[config.mk]
export PLATFORM = sky130hd
export DESIGN_NAME = apb_master_bridge
export DESIGN_NICKNAME = d
export VERILOG_FILES = /design/src/rtl/apb_master_bridge.sv
export SDC_FILE = /design/constraint.sdc
export NUM_CORES = 1
export LEC_CHECK = 0
export BUFFER_PORTS_ARGS = -buffer_cell sky130_fd_sc_hd__buf_2
export CORE_UTILIZATION = 48
export CTS_CLUSTER_SIZE = 28
export DETAILED_ROUTE_END_ITERATION = 8
export PLACE_DENSITY = 0.83
export SLEW_MARGIN = 20
export SYNTH_ARGS = -nofsm -noshare
export SYNTH_HDL_FRONTEND = slang
export SYNTH_SLANG_ARGS = --single-unit
[constraint.sdc]
create_clock -name PCLK -period 4.55 [get_ports PCLK]
set_input_delay 0.2275 -clock PCLK [delete_from_list [all_inputs] [get_ports PCLK]]
set_output_delay 0.2275 -clock PCLK [all_outputs]
set_load 0.01 [all_outputs]
[src/rtl/apb_master_bridge.sv]
// rtl/apb_master_bridge.sv - valid/ready request channel to APB requester for the I2C register file
// Optional ACCESS wait-state abort is enabled with APB_TIMEOUT_EN.
module apb_master_bridge #(
  parameter int ADDR_W         = 8,
  parameter int DATA_W         = 8,
  parameter int RDATA_LAG      = 1,
  parameter int TIMEOUT_CYCLES = 16
) (
  input  logic              PCLK,
  input  logic              PRESETn,
  input  logic              req_valid,
  output logic              req_ready,
  input  logic              req_write,
  input  logic [ADDR_W-1:0] req_addr,
  input  logic [DATA_W-1:0] req_wdata,
  output logic              rsp_valid,
  output logic [DATA_W-1:0] rsp_rdata,
  output logic              rsp_err,
  output logic              busy,
  output logic              PSELx,
  output logic              PENABLE,
  output logic              PWRITE,
  output logic [ADDR_W-1:0] PADDR,
  output logic [DATA_W-1:0] PWDATA,
  input  logic [DATA_W-1:0] PRDATA,
  input  logic              PREADY
);

  typedef enum logic [1:0] {IDLE, SETUP, ACCESS, RDWAIT} state_t;

  state_t state, state_nx;
  logic   accept;
  logic   done;
  logic   capture;
  logic   abort;

  assign req_ready = (state == IDLE);
  assign busy      = (state != IDLE);
  assign accept    = req_valid & req_ready;

`ifdef APB_TIMEOUT_EN
  localparam int CNT_W = $clog2(TIMEOUT_CYCLES + 1);
  logic [CNT_W-1:0] wait_cnt;

  // Counts PREADY-low ACCESS cycles; cleared whenever not in ACCESS.
  always_ff @(posedge PCLK or negedge PRESETn) begin
    if (!PRESETn)
      wait_cnt <= '0;
    else if (state != ACCESS)
      wait_cnt <= '0;
    else if (!PREADY)
      wait_cnt <= wait_cnt + 1'b1;
  end

  assign abort = (state == ACCESS) && !PREADY &&
                 (wait_cnt == CNT_W'(TIMEOUT_CYCLES - 1));
`else
  // No wait-state limit: ACCESS waits for PREADY indefinitely.
  assign abort = (TIMEOUT_CYCLES < 0);
`endif

  always_ff @(posedge PCLK or negedge PRESETn) begin
    if (!PRESETn)
      state <= IDLE;
    else
      state <= state_nx;
  end

  always_comb begin
    state_nx = state;
    done     = 1'b0;
    capture  = 1'b0;
    case (state)
      IDLE:   if (accept) state_nx = SETUP;
      SETUP:  state_nx = ACCESS;
      ACCESS: begin
        if (PREADY) begin
          if (!PWRITE && (RDATA_LAG != 0)) begin
            state_nx = RDWAIT;
          end else begin
            state_nx = IDLE;
            done     = 1'b1;
            capture  = !PWRITE;
          end
        end else if (abort) begin
          state_nx = IDLE;
        end
      end
      RDWAIT: begin
        state_nx = IDLE;
        done     = 1'b1;
        capture  = 1'b1;
      end
      default: state_nx = IDLE;
    endcase
  end

  // APB and response outputs are registered from the next state.
  always_ff @(posedge PCLK or negedge PRESETn) begin
    if (!PRESETn) begin
      PSELx     <= 1'b0;
      PENABLE   <= 1'b0;
      PWRITE    <= 1'b0;
      PADDR     <= '0;
      PWDATA    <= '0;
      rsp_valid <= 1'b0;
      rsp_err   <= 1'b0;
      rsp_rdata <= '0;
    end else begin
      if (accept) begin
        PWRITE <= req_write;
        PADDR  <= req_addr;
        PWDATA <= req_wdata;
      end
      PSELx     <= (state_nx == SETUP) || (state_nx == ACCESS);
      PENABLE   <= (state_nx == ACCESS);
      rsp_valid <= done | abort;
      rsp_err   <= abort;
      if (capture)
        rsp_rdata <= PRDATA;
    end
  end

endmodule
# == Yosys cells after proc, flatten, opt, wreduce, memory -nomap -nowiden ==
# Cells that the tools add are included.
# W data, S select, Z words.
# word_totals
regBits,30
latch_bits,0
mem_bits_rw,0
rom_bits,0
inputBits,29
out_inout_bits,31
word_cells,28
n_memories,0
# classes
n_addsub,0
mul,0
div,0
magnitude_cmp,0
n_eq_ne,5
shift,0
muxes,10
bitwise,1
reduce_logical,4
# op_table
op,count
$pmux W2 S4,1
$eq A2 B2 Y1 const B,3
$mux W2,3
$eq A2 B1 Y1 const B,2
$mux W1,4
$pmux W1 S2,2
$logic_not A2 Y1,1
$reduce_bool A2 Y1,1
$and A1 B1 Y1,1
$logic_not A1 Y1,1
$logic_or A1 B1 Y1,1

# == Longest topological paths before layout ==
# Gate-level depths: netlist of the first run.
# logic_depth
word_depth,6
mapped_depth,5
mapped_depth_nobuf,4

# == Worst setup path before layout of the first run ==
# No wires, ideal clock.
# synth_path
kind,register to register
from,register state[0]
to,register PADDR[0]
setup_ns,0.125
arrival_time_ns,1.345
required_ns,4.425
path_slack_ns,3.080
stages_incl_launch_ff,5
n_path_buf,2
synth_period_minus_slack_ns,1.470
path_cell_list,dfrtp_1 buf_6 nor3b_4 buf_12 mux2_4
# synth_between
elab_chain_cells,2
# synth_rtl
element,line,text
"start, declared",31,"state_t state, state_nx;"
"start signal, assigned",66,state <= state_nx;
$logic_not A2 Y1,37,assign req_ready = (state == IDLE);
$and A1 B1 Y1,39,assign accept = req_valid & req_ready;
"end signal, assigned",112,PADDR <= req_addr;
"end, declared",23,"output logic [ADDR_W-1:0] PADDR,"
# No other way between the ends.
# A chain may end at the register's enable or synchronous reset.

# == Worst setup path in the final report of the first run ==
# layout_path
from,register state[0]
to,register PWDATA[0]
# layout_between
elab_chain_cells,2
# layout_rtl
element,line,text
$logic_not A2 Y1,37,
$and A1 B1 Y1,39,
"end signal, assigned",113,PWDATA <= req_wdata;
"end, declared",24,"output logic [DATA_W-1:0] PWDATA,"
# No other way between the ends.

==> results of run 1 <==
[routing by layer]
metal	track usage	share of wire	routed length, microns
met3	0.09855	0.084	174
met5	0	0	0
met1	0.2099	0.42	871
met2	0.2764	0.47	982
met4	0.09211	0.024	49
[critical path, cell delays in order (launching register included)]
cell and delay [ps]:
dfrtp_1 480, nor3b_4 870, mux2_2 420
[per-stage QoR]
step / hold slack, ps / utilization / worst slack [ps] / power, mW
final: 130.9 / 0.6781 / 2669 / 1.106
after CTS: 121.4 / 0.6781 / 2655 / 1.123
after floorplan: -68.09 / - / 3080 / 0.8156
after detailed placement: 285.6 / 0.6541 / 2653 / 0.9800
after global routing: 118.0 / 0.6781 / 2567 / 1.195
after global placement: 279.0 / 0.6541 / 2726 / 0.9605
[placed cells by master, fill, tap and decap left out]
master,Yosys,final
nor2_1,1,1
inv_1,2,2
conb_1,1,1
nand3b_1,1,1
ha_1,1,1
nand2b_1,1,1
nor3b_4,1,1
clkbuf_1,0,2
nor2b_1,1,1
dfrtp_1,30,30
mux2i_1,1,1
mux2_2,15,15
a21bo_2,1,1
a21o_1,1,1
a21oi_1,2,2
buf_2,1,58
clkbuf_4,0,5
nand2_1,1,1
mux2_4,10,10
dlygate4sd3_1,0,1
[flip-flops by register name, summed over array words and instances, names as in the netlist]
signal / flops
PADDR: 8
PENABLE: 1
PSELx: 1
PWDATA: 8
PWRITE: 1
rsp_rdata: 8
rsp_valid: 1
state: 2
[power breakdown]
group	internal (mW)	switching [mW]
logic	0.276	0.211
clock network	0.0581	0.0793
registers	0.403	0.0788
total	0.736	0.369
[worst max path at each step]
stage	endpoint	slack [ps]	depth (start not counted)
global placement	PWDATA[4]	2730	2
floorplan	PADDR[0]	3080	4
detailed placement	PWDATA[6]	2650	2
global route	PWDATA[6]	2570	2
CTS	PWDATA[6]	2650	2
finish	PWDATA[0]	2670	2
[kinds of logic after synthesis]
family | Yosys count
fa+ha+maj | 1
buf+inv | 6
mux | 26
flops | 30
other cells | 1
simple gates | 6
compound gates | 4
[area by class of cell]
class / count / area share
flip-flops and latches: 30 / 0.4819
repair buffers: 59 / 0.1928
well taps: 28 / 0.02249
clock buffers: 7 / 0.02892
inverters: 2 / 0.004819
multi-input cells: 38 / 0.2691
[what timing repair did]
item / 4_1_cts / 5_1_grt
hold endpoints to repair: 30 / 0
gates resized for setup: 0 / 0
hold buffers: 1 / 0
==> results.cfg, run 1 <==
[place]
gp_congestion = 0.6587
dp_cells = 156
port_buffers = 58
placed_area_sq_um = 1503
place_hpwl_microns = 1523

[power]
p_leak_nw = 0.8028
ir_drop_mv = 0.4347
power_density_nw_per_um2 = 709.8

[floorplan]
die_area_sq_um = 2750
pin_count = 60
die_width_microns = 52.44
core_sq_um = 2297
rows = 17
initial_core_util = 0.5316
die_y_microns = 52.44

[global_route]
grt_max_degree = 31
grt.overflow.total = 0
grt_usage = 0.1835
antenna_found_initial = 0
grt_pass1_vias = 792
grt_pass1_wl_microns = 3408

[logic_synthesis]
netlist_instances = 74
synth_cell_type_count = 20
synth-xor-area-share = 0
synth_compound_area_frac = 0.02254
yosysSeqAreaShare = 0.6148
yosysTopAreaCellShare = 0.6148
syn_area_sq_um = 1221
synth-edff-count = 0
post_synth_fa_ha_maj_area_fraction = 0.01025
synthFlopType = dfrtp_1
synth_top_family_by_area = multiplexers
syn_nets = 104
synth-seq-cells = 30
yosys.area_share.simple = 0.03791
yosys.area.top_type = dfrtp_1
ys_top_cells_by_count = 30 x dfrtp_1, 15 x mux2_2, 10 x mux2_4, 2 x a21oi_1, 2 x inv_1
synth_mux_area_frac = 0.2695
syn-mean-instance-area_sq_um = 16.50
yosysMostFrequentCell = dfrtp_1
synthTopCellsByArea = dfrtp_1 61%, mux2_2 14%, mux2_4 12%
yosysWarnings = 0
async_flop_share = 1.000

[routing]
routed-via-count = 789
wl_microns = 2078
drtIter0Drc = 4
route.detailed.drc = 0
wire_per_inst_microns = 12.67
drtAntennaViolNets = 0
via_per_inst = 4.811
first_pass_iters = 3

[timing]
slew_violations = 0
setup_viol = 0
relSlewSlack = 0.3304
fin_skew_ps = 8.310
final.period_utilization = 0.4134
fin_crit_ps = 1881
fmax_ghz = 0.5317
worst_pin_slew_ps = 1003
tns_ps = 0
hold_viol_final = 0
rsz0062_at_grt = false

[clock_network]
htreeDepth = 2
cts_setup_buffers = 0
cts_tree = done
numCtsBuffers = 5
cts_root_buffer = clkbuf_4
cts_buffer_depth = 2
path_clk_slew_ps = 80
clk_latency_ps = 320
clock-sinks = 30

[setup_path]
cp-start-kind = flip-flop
timing.rr.start = state[0]
ff2ff_path_depth = 2
criticalPathCategory = reg2reg
cp_max_fo = 17
end_kind = flip-flop
rr_endpoint = PWDATA[0]
reg2reg_slack_ps = 2670
crit_required_ps = 4760
arrival_ps = 2090
crit_start = state[0]

[cells_and_area]
seq_area_sq_um = 750.7
final_layout_size_suffix_gt1_frac = 0.6618
multi_input_area_sq_um = 419.2
final_area_sq_um = 1558
fillers = 175
syn_to_final_growth_pct = 27.56
nets = 166
antenna_cells = 0
stdcell_count = 164

[job]
max_cap_viol_count = 0

[min_path]
holdPathEnd = PWDATA[1]
min_path_type = in2reg
hp-start = req_wdata[1]
whs_path_depth = 2

[outcome]
outcome = finished clean
Note: power is estimated with default switching activity, not from simulation.
==> run 2: changes to the inputs <==
--- a/config.mk
+++ b/config.mk
@@ -6,10 +6,10 @@
 export NUM_CORES = 1
 export LEC_CHECK = 0
 export BUFFER_PORTS_ARGS = -buffer_cell sky130_fd_sc_hd__buf_2
-export CORE_UTILIZATION = 48
+export CORE_UTILIZATION = 40
 export CTS_CLUSTER_SIZE = 28
 export DETAILED_ROUTE_END_ITERATION = 8
-export PLACE_DENSITY = 0.83
+export PLACE_DENSITY = 0.74
 export SLEW_MARGIN = 20
 export SYNTH_ARGS = -nofsm -noshare
 export SYNTH_HDL_FRONTEND = slang
==> constraint.sdc (replaced) <==
create_clock -name PCLK -period 1.6 [get_ports PCLK]
set_input_delay 0.08 -clock PCLK [delete_from_list [all_inputs] [get_ports PCLK]]
set_output_delay 0.08 -clock PCLK [all_outputs]
set_load 0.01 [all_outputs]
==> results.cfg, run 2 (same netlist as run 1, synthesis figures left out) <==
[global_route]
antenna_found_initial = 0
use_met3 = 0.07483
use_met2 = 0.3059
grt_pass1_wl_microns = 4381
grtUsageMet1 = 0.2039
grt_usage = 0.1841
busiest_layer = met2
grt_max_degree = 31
grt_pass1_vias = 974
grt.overflow.total = 0

[place]
gp_congestion = 0.6342
preCtsSetupSlack_ps = 229.5
port_buffers = 58
place_hpwl_microns = 1535
placed_area_sq_um = 1521

[cells_and_area]
nets = 193
top_regs = PADDR x8, PWDATA x8, rsp_rdata x8
syn_to_final_growth_pct = 49.59
final_common_cell = buf_2
final_cell_mix = 58 x buf_2, 30 x dfrtp_1, 26 x dlygate4sd3_1
final_area_sq_um = 1827
antenna_cells = 0
final_layout_size_suffix_gt1_frac = 0.5644

[power]
combinationalPowerShare = 0.454
p_sw_frac = 0.3346
p_leak_nw = 0.9175
power_density_nw_per_um2 = 1772
power.internal_mw = 2.153
netSwitchingPower_mw = 1.083
clock_power_share = 0.119
ir_drop_mv = 0.9924
seq_power_share = 0.427

[setup_path]
cp_max_fo = 9
reg2reg_slack_ps = 220
cp-start-kind = flip-flop
rr_endpoint = PADDR[4]
ff2ff_path_depth = 3
timing.rr.start = state[0]
critPathMaxStageDelay_ps = 480
path_cells = nor3b_4 -> buf_4 -> mux2_4
crit_required_ps = 1800
criticalPathCategory = reg2reg
cp_slowest_cell = dfrtp_1
arrival_ps = 1590
end_kind = flip-flop

[routing]
first_pass_iters = 9
drtAntennaViolNets = 0
routed-via-count = 929
via_per_inst = 4.789
drtIter0Drc = 26
route.detailed.drc = 6
wl_microns = 2624
wire_per_inst_microns = 13.53

[clock_network]
cts_buffer_depth = 2
clk_latency_ps = 310
path_clk_slew_ps = 80
htreeDepth = 2
cts_tree = done
clock-sinks = 30
numCtsBuffers = 5
cts_root_buffer = clkbuf_4

[outcome]
violations = DRC
outcome = complete, but fails checks

[floorplan]
initial_core_util = 0.4317
die_width_microns = 57.26
rows = 19
die_y_microns = 57.26
core_sq_um = 2829
die_area_sq_um = 3278
pin_count = 60

[timing]
tns_ps = 0
rsz0062_at_grt = false
final.period_utilization = 0.8651
whs_ps = 70.29
worst_pin_slew_ps = 651.7
fmax_ghz = 0.7225
setup_slack_ps = 215.8
relSlewSlack = 0.5655
hold_viol_final = 0
fin_skew_ps = 3.734
fin_crit_ps = 1384
slew_violations = 0
setup_viol = 0

[min_path]
holdPathEnd = state[0]
whs_path_depth = 3
min_path_type = in2reg
hp-start = req_valid

[job]
max_cap_viol_count = 0
==> run 2: cell types whose count changed in the layout (fill, tap and decap cells not counted) <==
cell and change:
dlygate4sd3_1 +25, buf_4 +2
==> run 2: how the worst max path moves through the flow <==
stage / end / cells past startpoint / from / slack, ps
after floorplan: PADDR[0] / 4 / state[0] / 130
after global placement: PADDR[4] / 3 / state[0] / 260
after detailed placement: PADDR[4] / 3 / state[0] / 230
after CTS: PADDR[4] / 3 / state[0] / 210
after global routing: PADDR[7] / 3 / state[0] / 140
final: PADDR[4] / 3 / state[0] / 220
==> run 2: area by class of cell <==
class                      count  area [sq um]
clock buffer                   7         45.04
fill                         221          1002
inverter                       2         7.507
multi-input combinational     38         419.2
sequential                    30         750.7
tap                           31         38.79
timing repair buffer          86         565.5
==> run 2: layer usage <==
layer	vias up	wire length [microns]
li1	427	-
met1	450	974
met2	42	1367
met3	10	188
met4	0	93
met5	-	0
==> run 2: what timing repair did <==
action,CTS,global route
setup buffers,0,0
gates resized for setup,0,0
hold buffers,26,0
endpoints found under the hold margin,55,0
==> run 2: power by group through the flow <==
stage          clock, mW  combinational (mW)  sequential (mW)
2_1_floorplan          0               0.806             1.51
3_3_place_gp           0                1.40             1.36
3_5_place_dp           0                1.43             1.38
4_1_cts            0.411                1.48             1.37
5_1_grt            0.451                1.60             1.43
6_report           0.386                1.47             1.38
==> run 2: stage by stage <==
stage	utilization	instances	total power, mW
floorplan	-	74	2.320
global placement	0.5378	161	2.758
detailed placement	0.5378	161	2.808
CTS	0.6457	194	3.263
global route	0.6457	194	3.483
finish	0.6457	194	3.236
==> run 2: worst max-delay path, delay by kind of cell (launching register included) <==
kind	cells	cell delay [ps]
simple gates	1	230
mux	1	320
flops	1	480
buf+inv	1	240
